[src/rtl/trng_word_reader.sv]
// Consumer end of the ring-oscillator TRNG word path: repetition-count health test,
// small word FIFO, and byte-wise four-phase req/ack egress to an off-chip host.
module trng_word_reader #(
  parameter int WORD_W    = 16,
  parameter int DEPTH     = 4,
  parameter int REP_LIMIT = 8
) (
  input  logic                     CLK,
  input  logic                     RST,
  input  logic                     en,
  input  logic [WORD_W-1:0]        src_word,
  input  logic                     src_valid,
  input  logic                     rd_req,
  output logic [7:0]               rd_data,
  output logic                     rd_ack,
  output logic [$clog2(DEPTH):0]   fifo_count,
  output logic                     overflow,
  output logic                     health_fail
);

  localparam int NB    = WORD_W / 8;
  localparam int IDX_W = (NB > 1) ? $clog2(NB) : 1;
  localparam int PTR_W = $clog2(DEPTH);
  localparam int CNT_W = $clog2(DEPTH) + 1;
  localparam int REP_W = $clog2(REP_LIMIT + 1);

  localparam logic [IDX_W-1:0] IDX_LAST  = IDX_W'(NB - 1);
  localparam logic [CNT_W-1:0] CNT_FULL  = CNT_W'(DEPTH);
  localparam logic [REP_W-1:0] REP_MAX   = REP_W'(REP_LIMIT);

  typedef enum logic [1:0] {
    IDLE = 2'd0,
    ACK  = 2'd1,
    DONE = 2'd2
  } state_t;

  state_t                  state_r, next_s;
  logic                    req_meta_r, req_sync_r;
  logic [WORD_W-1:0]       mem_r [DEPTH];
  logic [PTR_W-1:0]        wr_ptr_r, rd_ptr_r;
  logic [CNT_W-1:0]        count_r;
  logic [IDX_W-1:0]        idx_r;
  logic [WORD_W-1:0]       prev_word_r;
  logic                    prev_valid_r;
  logic [REP_W-1:0]        rep_cnt_r, rep_next_s;
  logic                    health_fail_r, overflow_r, rd_ack_r;
  logic [7:0]              rd_data_r, byte_s;
  logic [WORD_W-1:0]       head_s;
  logic                    ing_s, same_s, trip_s, pop_s, space_s, push_s, drop_s;

  assign rd_data     = rd_data_r;
  assign rd_ack      = rd_ack_r;
  assign fifo_count  = count_r;
  assign overflow    = overflow_r;
  assign health_fail = health_fail_r;

  // Ingress qualification, repetition count and push/drop decision.
  always_comb begin
    ing_s  = src_valid && en && !health_fail_r;
    same_s = prev_valid_r && (src_word == prev_word_r);
    if (same_s) begin
      if (rep_cnt_r == REP_MAX) begin
        rep_next_s = REP_MAX;
      end else begin
        rep_next_s = rep_cnt_r + REP_W'(1);
      end
    end else begin
      rep_next_s = REP_W'(1);
    end
    trip_s  = ing_s && (rep_next_s == REP_MAX);
    // A trip flushes the FIFO, so it suppresses any pop in the same cycle.
    pop_s   = (state_r == DONE) && (idx_r == IDX_LAST) && !trip_s;
    space_s = (count_r < CNT_FULL) || pop_s;
    push_s  = ing_s && !trip_s && space_s;
    drop_s  = ing_s && !trip_s && !space_s;
  end

  // Little-endian byte select from the FIFO head.
  always_comb begin
    head_s = mem_r[rd_ptr_r];
    byte_s = 8'(head_s >> {idx_r, 3'b000});
  end

  // Egress next-state logic.
  always_comb begin
    next_s = state_r;
    if (trip_s) begin
      next_s = IDLE;
    end else begin
      case (state_r)
        IDLE: begin
          if (req_sync_r && (count_r != '0) && !health_fail_r) begin
            next_s = ACK;
          end else begin
            next_s = IDLE;
          end
        end
        ACK: begin
          if (!req_sync_r) begin
            next_s = DONE;
          end else begin
            next_s = ACK;
          end
        end
        DONE:    next_s = IDLE;
        default: next_s = IDLE;
      endcase
    end
  end

  // Two-flop synchronizer for the host request.
  always_ff @(posedge CLK or posedge RST) begin
    if (RST) begin
      req_meta_r <= 1'b0;
      req_sync_r <= 1'b0;
    end else begin
      req_meta_r <= rd_req;
      req_sync_r <= req_meta_r;
    end
  end

  // Egress state register.
  always_ff @(posedge CLK or posedge RST) begin
    if (RST) begin
      state_r <= IDLE;
    end else begin
      state_r <= next_s;
    end
  end

  // Health test state and sticky status flags.
  always_ff @(posedge CLK or posedge RST) begin
    if (RST) begin
      prev_word_r   <= '0;
      prev_valid_r  <= 1'b0;
      rep_cnt_r     <= '0;
      health_fail_r <= 1'b0;
      overflow_r    <= 1'b0;
    end else begin
      if (ing_s) begin
        prev_word_r  <= src_word;
        prev_valid_r <= 1'b1;
        rep_cnt_r    <= rep_next_s;
      end
      if (trip_s) begin
        health_fail_r <= 1'b1;
      end
      if (drop_s) begin
        overflow_r <= 1'b1;
      end
    end
  end

  // Word FIFO storage, pointers and occupancy.
  always_ff @(posedge CLK or posedge RST) begin
    if (RST) begin
      for (int i = 0; i < DEPTH; i++) begin
        mem_r[i] <= '0;
      end
      wr_ptr_r <= '0;
      rd_ptr_r <= '0;
      count_r  <= '0;
    end else if (trip_s) begin
      wr_ptr_r <= '0;
      rd_ptr_r <= '0;
      count_r  <= '0;
    end else begin
      if (push_s) begin
        mem_r[wr_ptr_r] <= src_word;
        wr_ptr_r        <= wr_ptr_r + PTR_W'(1);
      end
      if (pop_s) begin
        rd_ptr_r <= rd_ptr_r + PTR_W'(1);
      end
      case ({push_s, pop_s})
        2'b10:   count_r <= count_r + CNT_W'(1);
        2'b01:   count_r <= count_r - CNT_W'(1);
        default: count_r <= count_r;
      endcase
    end
  end

  // Byte index, presented data and acknowledge.
  always_ff @(posedge CLK or posedge RST) begin
    if (RST) begin
      idx_r     <= '0;
      rd_data_r <= 8'h00;
      rd_ack_r  <= 1'b0;
    end else begin
      rd_ack_r <= (state_r == ACK) && !trip_s && !health_fail_r;
      if (trip_s) begin
        idx_r <= '0;
      end else if (state_r == DONE) begin
        if (idx_r == IDX_LAST) begin
          idx_r <= '0;
        end else begin
          idx_r <= idx_r + IDX_W'(1);
        end
      end
      if ((state_r == IDLE) && (next_s == ACK)) begin
        rd_data_r <= byte_s;
      end
    end
  end

endmodule

[config.mk]
export PLATFORM = sky130hd
export DESIGN_NAME = trng_word_reader
export DESIGN_NICKNAME = d
export VERILOG_FILES = /design/src/rtl/trng_word_reader.sv
export SDC_FILE = /design/constraint.sdc
export NUM_CORES = 1
export LEC_CHECK = 0
export BUFFER_PORTS_ARGS = -buffer_cell sky130_fd_sc_hd__buf_2
export CORE_ASPECT_RATIO = 0.8
export CORE_MARGIN = 3
export CORE_UTILIZATION = 60
export DETAILED_ROUTE_END_ITERATION = 8
export PLACE_DENSITY = 0.84
export SLEW_MARGIN = 20
export SYNTH_ARGS = -nofsm -noshare
export SYNTH_HDL_FRONTEND = slang
export SYNTH_SLANG_ARGS = --single-unit
[constraint.sdc]
create_clock -name CLK -period 4.2 [get_ports CLK]
set_clock_uncertainty 0.15 [all_clocks]
set_input_delay 0.42 -clock CLK [delete_from_list [all_inputs] [get_ports CLK]]
set_output_delay 0.42 -clock CLK [all_outputs]
set_load 0.05 [all_outputs]
-- Yosys cells after proc, flatten, opt, wreduce, memory -nomap -nowiden
Index checks and enable logic that the tools add are counted.
- add/sub/neg operators: 6
- magnitude comparators: 4
- equality and inequality tests: 8
- shift-type cells: 1
- muxes and demuxes: 21
- bitwise gates (word level): 3
- reduce and logical (&&, ||, !) cells: 26
- operator list (kind ; count):
    $bwmux 64 ; 1
    $mux 16 ; 3
    $bmux 16 s2 ; 1
    $demux 16 s2 ; 1
    $eq 16x16->1 ; 1
    $shr 16x4->8 ; 1
    $logic_and 1x1->1 ; 15
    $mux 2 ; 6
    $eq 4x4->1 const B ; 2
    $mux 4 ; 2
    $eq 2x1->1 const B ; 3
    $ge 3x3->1 const B ; 2
    $not 2->3 ; 2
    $pmux 3 s2 ; 1
    $reduce_bool 2->1 ; 3
    $reduce_bool 3->1 ; 2
    $add 2x1->2 const B ; 2
    $add 4x1->4 const B ; 1
    $eq 2x2->1 const B ; 2
    $mux 1 ; 4
    $pmux 2 s2 ; 1
    $add 3x1->3 const B ; 1
    $logic_not 1->1 ; 3
    $lt 3x1->1 const B ; 1
    8 further kinds ; 8
- register bits: 108
- bits of input ports: 21

-- Depth between registers and ports, before layout
- word-level depth: 12
- mapped depth: 9
- mapped depth without buffers: 8

-- Least setup slack after synthesis
No wires, ideal clock.
- path kind: reg2reg
- from: register rep_cnt_r[0]
- to: register mem_r[0] in the netlist's numbering
- arrival time: 1.999 ns
- slack: 1.926 ns
- stages on the path, launching flop included: 9
- buffers on the path: 1
- path through: dfrtp_1 > ha_1 > nor4bb_1 > nor2_1 > a21oi_1 > a31oi_4 > nand2_4 > buf_12 > mux2_4
- longest elaborated chain between the ends: 10
- elaborated cells between the ends (all ways): 13
- RTL lines (element ; RTL line ; RTL):
    start, declared ; 45 ; logic [REP_W-1:0] rep_cnt_r, rep_next_s;
    start signal, assigned ; 143 ; rep_cnt_r <= rep_next_s;
    $add 4x1->4 / $eq 4x4->1 (equally long branches) ; 65, 62 ;
    $mux 4 * ; 62 ; if (rep_cnt_r == REP_MAX) begin
    $mux 4 * ; 61 ; if (same_s) begin
    $eq 4x4->1 * ; 70 ; trip_s = ing_s && (rep_next_s == REP_MAX);
    $logic_and 1x1->1 * ; 70 ;
    $logic_not 1->1 ; 72, 74 ;
    $logic_and 1x1->1 ; 72 ; pop_s = (state_r == DONE) && (idx_r == IDX_LAST) && !trip_s;
    $logic_or 1x1->1 ; 73 ; space_s = (count_r < CNT_FULL) || pop_s;
    $logic_and 1x1->1 ; 74 ; push_s = ing_s && !trip_s && space_s;
    $reduce_and 2->1 (no line) * ; -- ;
    end signal, assigned by index ; 169 ; mem_r[wr_ptr_r] <= src_word;
    end, declared ; 39 ; logic [WORD_W-1:0] mem_r [DEPTH];
Mark *: on every way between the ends. The rest lies on a longest branch, timed or not.
A chain may end at the register's enable or synchronous reset.

-- Worst setup path in the final report
- from: register health_fail_r, in the netlist health_fail
- to: register count_r[2], in the netlist fifo_count[2]
- longest elaborated chain between the ends: 10
- elaborated cells between the ends (all ways): 13
- RTL lines (element ; RTL line ; RTL):
    start, declared ; 46 ; logic health_fail_r, overflow_r, rd_ack_r;
    start signal, assigned ; 137 ; health_fail_r <= 1'b0;
    start signal, assigned ; 146 ; health_fail_r <= 1'b1;
    $logic_not 1->1 * ; 59 ; ing_s = src_valid && en && !health_fail_r;
    $logic_and 1x1->1 * ; 59 ;
    $logic_and 1x1->1 ; 70 ;
    $logic_not 1->1 ; 72, 74 ;
    $logic_and 1x1->1 ; 72 ;
    $logic_or 1x1->1 ; 73 ;
    $logic_and 1x1->1 ; 74 ;
    $eq 2x1->1 / $eq 2x2->1 (equally long branches) ; 175 ; case ({push_s, pop_s})
    $pmux 3 s2 ; 175 ;
    $mux 3 ; 163 ; end else if (trip_s) begin
    end signal, assigned ; 176 ; 2'b10: count_r <= count_r + CNT_W'(1);
    end signal, assigned ; 177 ; 2'b01: count_r <= count_r - CNT_W'(1);
    end signal, assigned ; 178 ; default: count_r <= count_r;
    end, declared ; 41 ; logic [CNT_W-1:0] count_r;
Marked as above.

==> summary.md <==
| Metric | Value |
|---|---|
| Fmax | `0.349 GHz` |
| Number of synthesized flops with an enable pin | `0` |
| Post-synth top cells | `108 x dfrtp_1, 58 x nand2_1, 41 x mux2_2, 40 x mux2_4, 18 x xnor2_1` |
| Maximum clock path buffer count | `2` |
| Routed len/inst | `19.6 um` |
| Post-route ant nets | `0` |
| Area growth syn-to-layout | `7.91%` |
| Routability Congestion | `0.760` |
| Setup bufs post-CTS | `0` |
| TritonCTS clock tree | `yes` |
| Synth async-reset ratio | `100%` |
| CTS Root Cell | `clkbuf_8` |
| Clk pwr share | `17.0%` |
| Total CTS buffers | `9` |
| Area contributors post-synth | `dfrtp_1 52%, mux2_4 12%, mux2_2 8.9%, mux4_2 6.9%, nand2_1 4.2%` |
| MaxCap Viol Count | `0` |
| Power per standard cell area | `676 nW/um^2` |
| Syn avg cell area | `13.9 um^2` |
| Pin count of the biggest net entering global routing | `85` |
| Sw Share | `33.4%` |
| DRC errors left | `0` |
| Number of global-route vias before repair | `3181` |
| I/O pins | `35` |
| Post_cts resized | `0` |
| DR pass1 iterations | `4` |
| Fillers | `575` |
| Die Wd | `110 um` |
| RSZ-0062 raised after global routing | `false` |
| Clk sinks | `108` |
| Critical Path End Type | `flop` |
| Remaining Overflow, GRT | `0` |
| Placed instance count | `504` |
| Psw | `1270 uW` |
| Die H | `89.3 um` |
| Flop pwr share | `47.1%` |
| Sequential Area | `2700 um^2` |
| Pleak | `0.00275 uW` |
| Port-buffer cells | `34` |
| Diodes inserted | `0` |
| Die area | `9830 um^2` |
| Insertion delay to the later sink of the worst-skew pair | `0.38 ns` |
| Hold Crit Class | `input pin to asynchronous set/reset pin` |
| PnR worst setup slack | `1.34 ns` |
| Worst EP required | `4.37 ns` |
| Dominant cell type by area after synthesis | `dfrtp_1` |
| Combinational Power Share | `36.0%` |
| Final WL | `10.2 mm` |
| Setup Crit Path Kind | `flop to flop` |
| Synth Net Count | `402` |
| Worst slew pin tran | `0.988 ns` |
| Ys flop type | `dfrtp_1` |
| CTS H-tree lvls | `3` |
| Post-layout nets | `436` |
| Post-synthesis register bit count | `108` |
| Number of antenna violations at the first check in global routing | `0` |
| Multi-input gate area | `2350 um^2` |
| Top cell type's share of synthesized area | `51.9%` |
| Worst path max stage delay | `0.74 ns` |
| Initial DRC Count | `235` |
| Core ar. | `8160 um^2` |
| Vias per cell | `5.78` |
| Fin. Hold Viols | `0` |
| Ys Warns | `0` |
| Final cell count without fillers | `521` |
| Final Power | `3790 uW` |
| Arr. time, crit path | `3.04 ns` |
| Critical path's slowest cell | `nand3b_1` |
| CP Launch Type | `flop` |
| Starting Density | `63.7%` |
| Sequential share of the synthesized area | `51.9%` |
| First-pass GRT wire length | `16.8 mm` |
| Gate Count Post-Synth | `374` |
| Clock transition at path regs | `0.10 ns` |
| Crit path max fanout | `23` |
| Place WS | `1.37 ns` |
| P_int | `2530 uW` |
| Status | `completed` |
| Mapped cell area | `5200 um^2` |
| Setup TNS | `0 ns` |
| Via count | `3013` |
| Share of cells above drive strength 1 | `39.5%` |
| Count leader, synth | `dfrtp_1` |
| Total GRT Usage | `23.3%` |
| Dpl hpwl | `6.68 mm` |
| Setup Viol. Count Final | `0` |
| Worst vdd ir | `0.472 mV` |
| Row count | `29` |
| Slew Limit Headroom | `34.2%` |
| Final count of pins violating max slew | `0` |
| Fin crit period | `2.86 ns` |
| Post-synth cell types | `40` |
| Crit path cell chain | `nand3b_1 -> nand3_1 -> inv_1 -> fa_1 -> nor3_1 -> a31oi_1 -> o21ai_0 -> a21o_1` |
| Final Cycle Share | `68.2%` |
==> final cells by class <==
type	instances	share of cell area (%)
repair buffers	37	3.48
inverters	7	0.557
well taps	108	2.41
clock buffers	9	2.21
multi-input cells	245	41.9
clock inverters	7	1.34
flip-flops and latches	108	48.2
==> power groups by stage <==
stage | logic, uW | clock network, uW | registers, uW
detailed placement | 1370 | 0 | 1800
global route | 1460 | 704 | 1840
global placement | 1320 | 0 | 1770
floorplan | 1060 | 0 | 1780
CTS | 1380 | 660 | 1780
finish | 1360 | 643 | 1790
==> worst paths after layout <==
check | endpoint | slack [ns] | depth (start not counted) | start
min | mem_r[42]$_DFFE_PP0P_ | 0.03 | 2 | RST
max | fifo_count[2]$_DFFE_PP0P_ | 1.34 | 8 | health_fail$_DFFE_PP0P_
max in group asynchronous | mem_r[22]$_DFFE_PP0P_ | 3.06 | 3 | RST
max reg2reg | fifo_count[2]$_DFFE_PP0P_ | 1.34 | 8 | health_fail$_DFFE_PP0P_
min reg2reg | req_sync_r$_DFF_PP0_ | 0.21 | 0 | req_meta_r$_DFF_PP0_
min in group CLK | prev_word_r[13]$_DFFE_PP0P_ | 0.16 | 3 | src_word[13]
==> state kept, by name (all words and copies together), names as in the netlist, 2 cells and up <==
name	flops
state_r	2
wr_ptr_r	2
prev_word_r	16
rd_ptr_r	2
rd_data	8
fifo_count	3
mem_r	64
rep_cnt_r	4
==> cells in the final DEF, fill, tap and decap left out, types with 4 or more instances in the layout <==
cell type  netlist  routed
dfrtp_1        108     107
mux2_2          41      41
buf_2            2      34
nand4_1          4       4
clkbuf_8         0       9
nand3_1          4       4
o21ai_0          4       4
nor2_1          14      14
mux4_2          16      16
xnor2_1         18      18
inv_1            7       6
mux2_4          40      40
ha_1             6       6
nand2_4          4       4
nand2_1         58      58
==> logic make-up after synthesis <==
kind of cell / count (synthesis) / share of synthesized area, %
fa+ha+maj: 7 / 1.83
xor+xnor: 21 / 3.53
simple gates: 104 / 10.2
compound gates: 16 / 2.24
flops: 108 / 51.9
buf+inv: 21 / 2.89
mux: 97 / 27.3
==> per-layer routing <==
layer	part of all wire (%)	vias to the layer above	wire [um]	global-route usage, %
met5	0	-	0	0
met4	0.73	0	75	5.03
met3	4.0	7	404	6.35
met2	48	47	4950	37.3
met1	47	1586	4780	32.4
li1	-	1373	-	-
==> critical path: cells and delay by family, from the launching register on <==
kind	cells	cell delay [ns]
AND/OR/NAND/NOR	3	1.42
flip-flops	1	0.44
adder cells (fa/ha/maj)	1	0.41
AO/OA/AOI/OAI	3	0.30
buffers and inverters	1	0.10
==> stage by stage <==
| stage | utilization [%] | cell area, um^2 | hold slack [ns] |
|---|---|---|---|
| after detailed placement | 66.2 | 5400 | 0.186 |
| after CTS | 68.7 | 5610 | 0.142 |
| after floorplan | - | 5200 | 0.181 |
| after global routing | 68.8 | 5620 | 0.0746 |
| after global placement | 66.2 | 5400 | 0.182 |
| final | 68.8 | 5620 | 0.0310 |
==> what timing repair did <==
item                                    CTS  global route
endpoints found under the setup margin    0             0
hold endpoints to repair                  1             0
hold buffers                              1             0
Power figures use the tool's default switching activity.
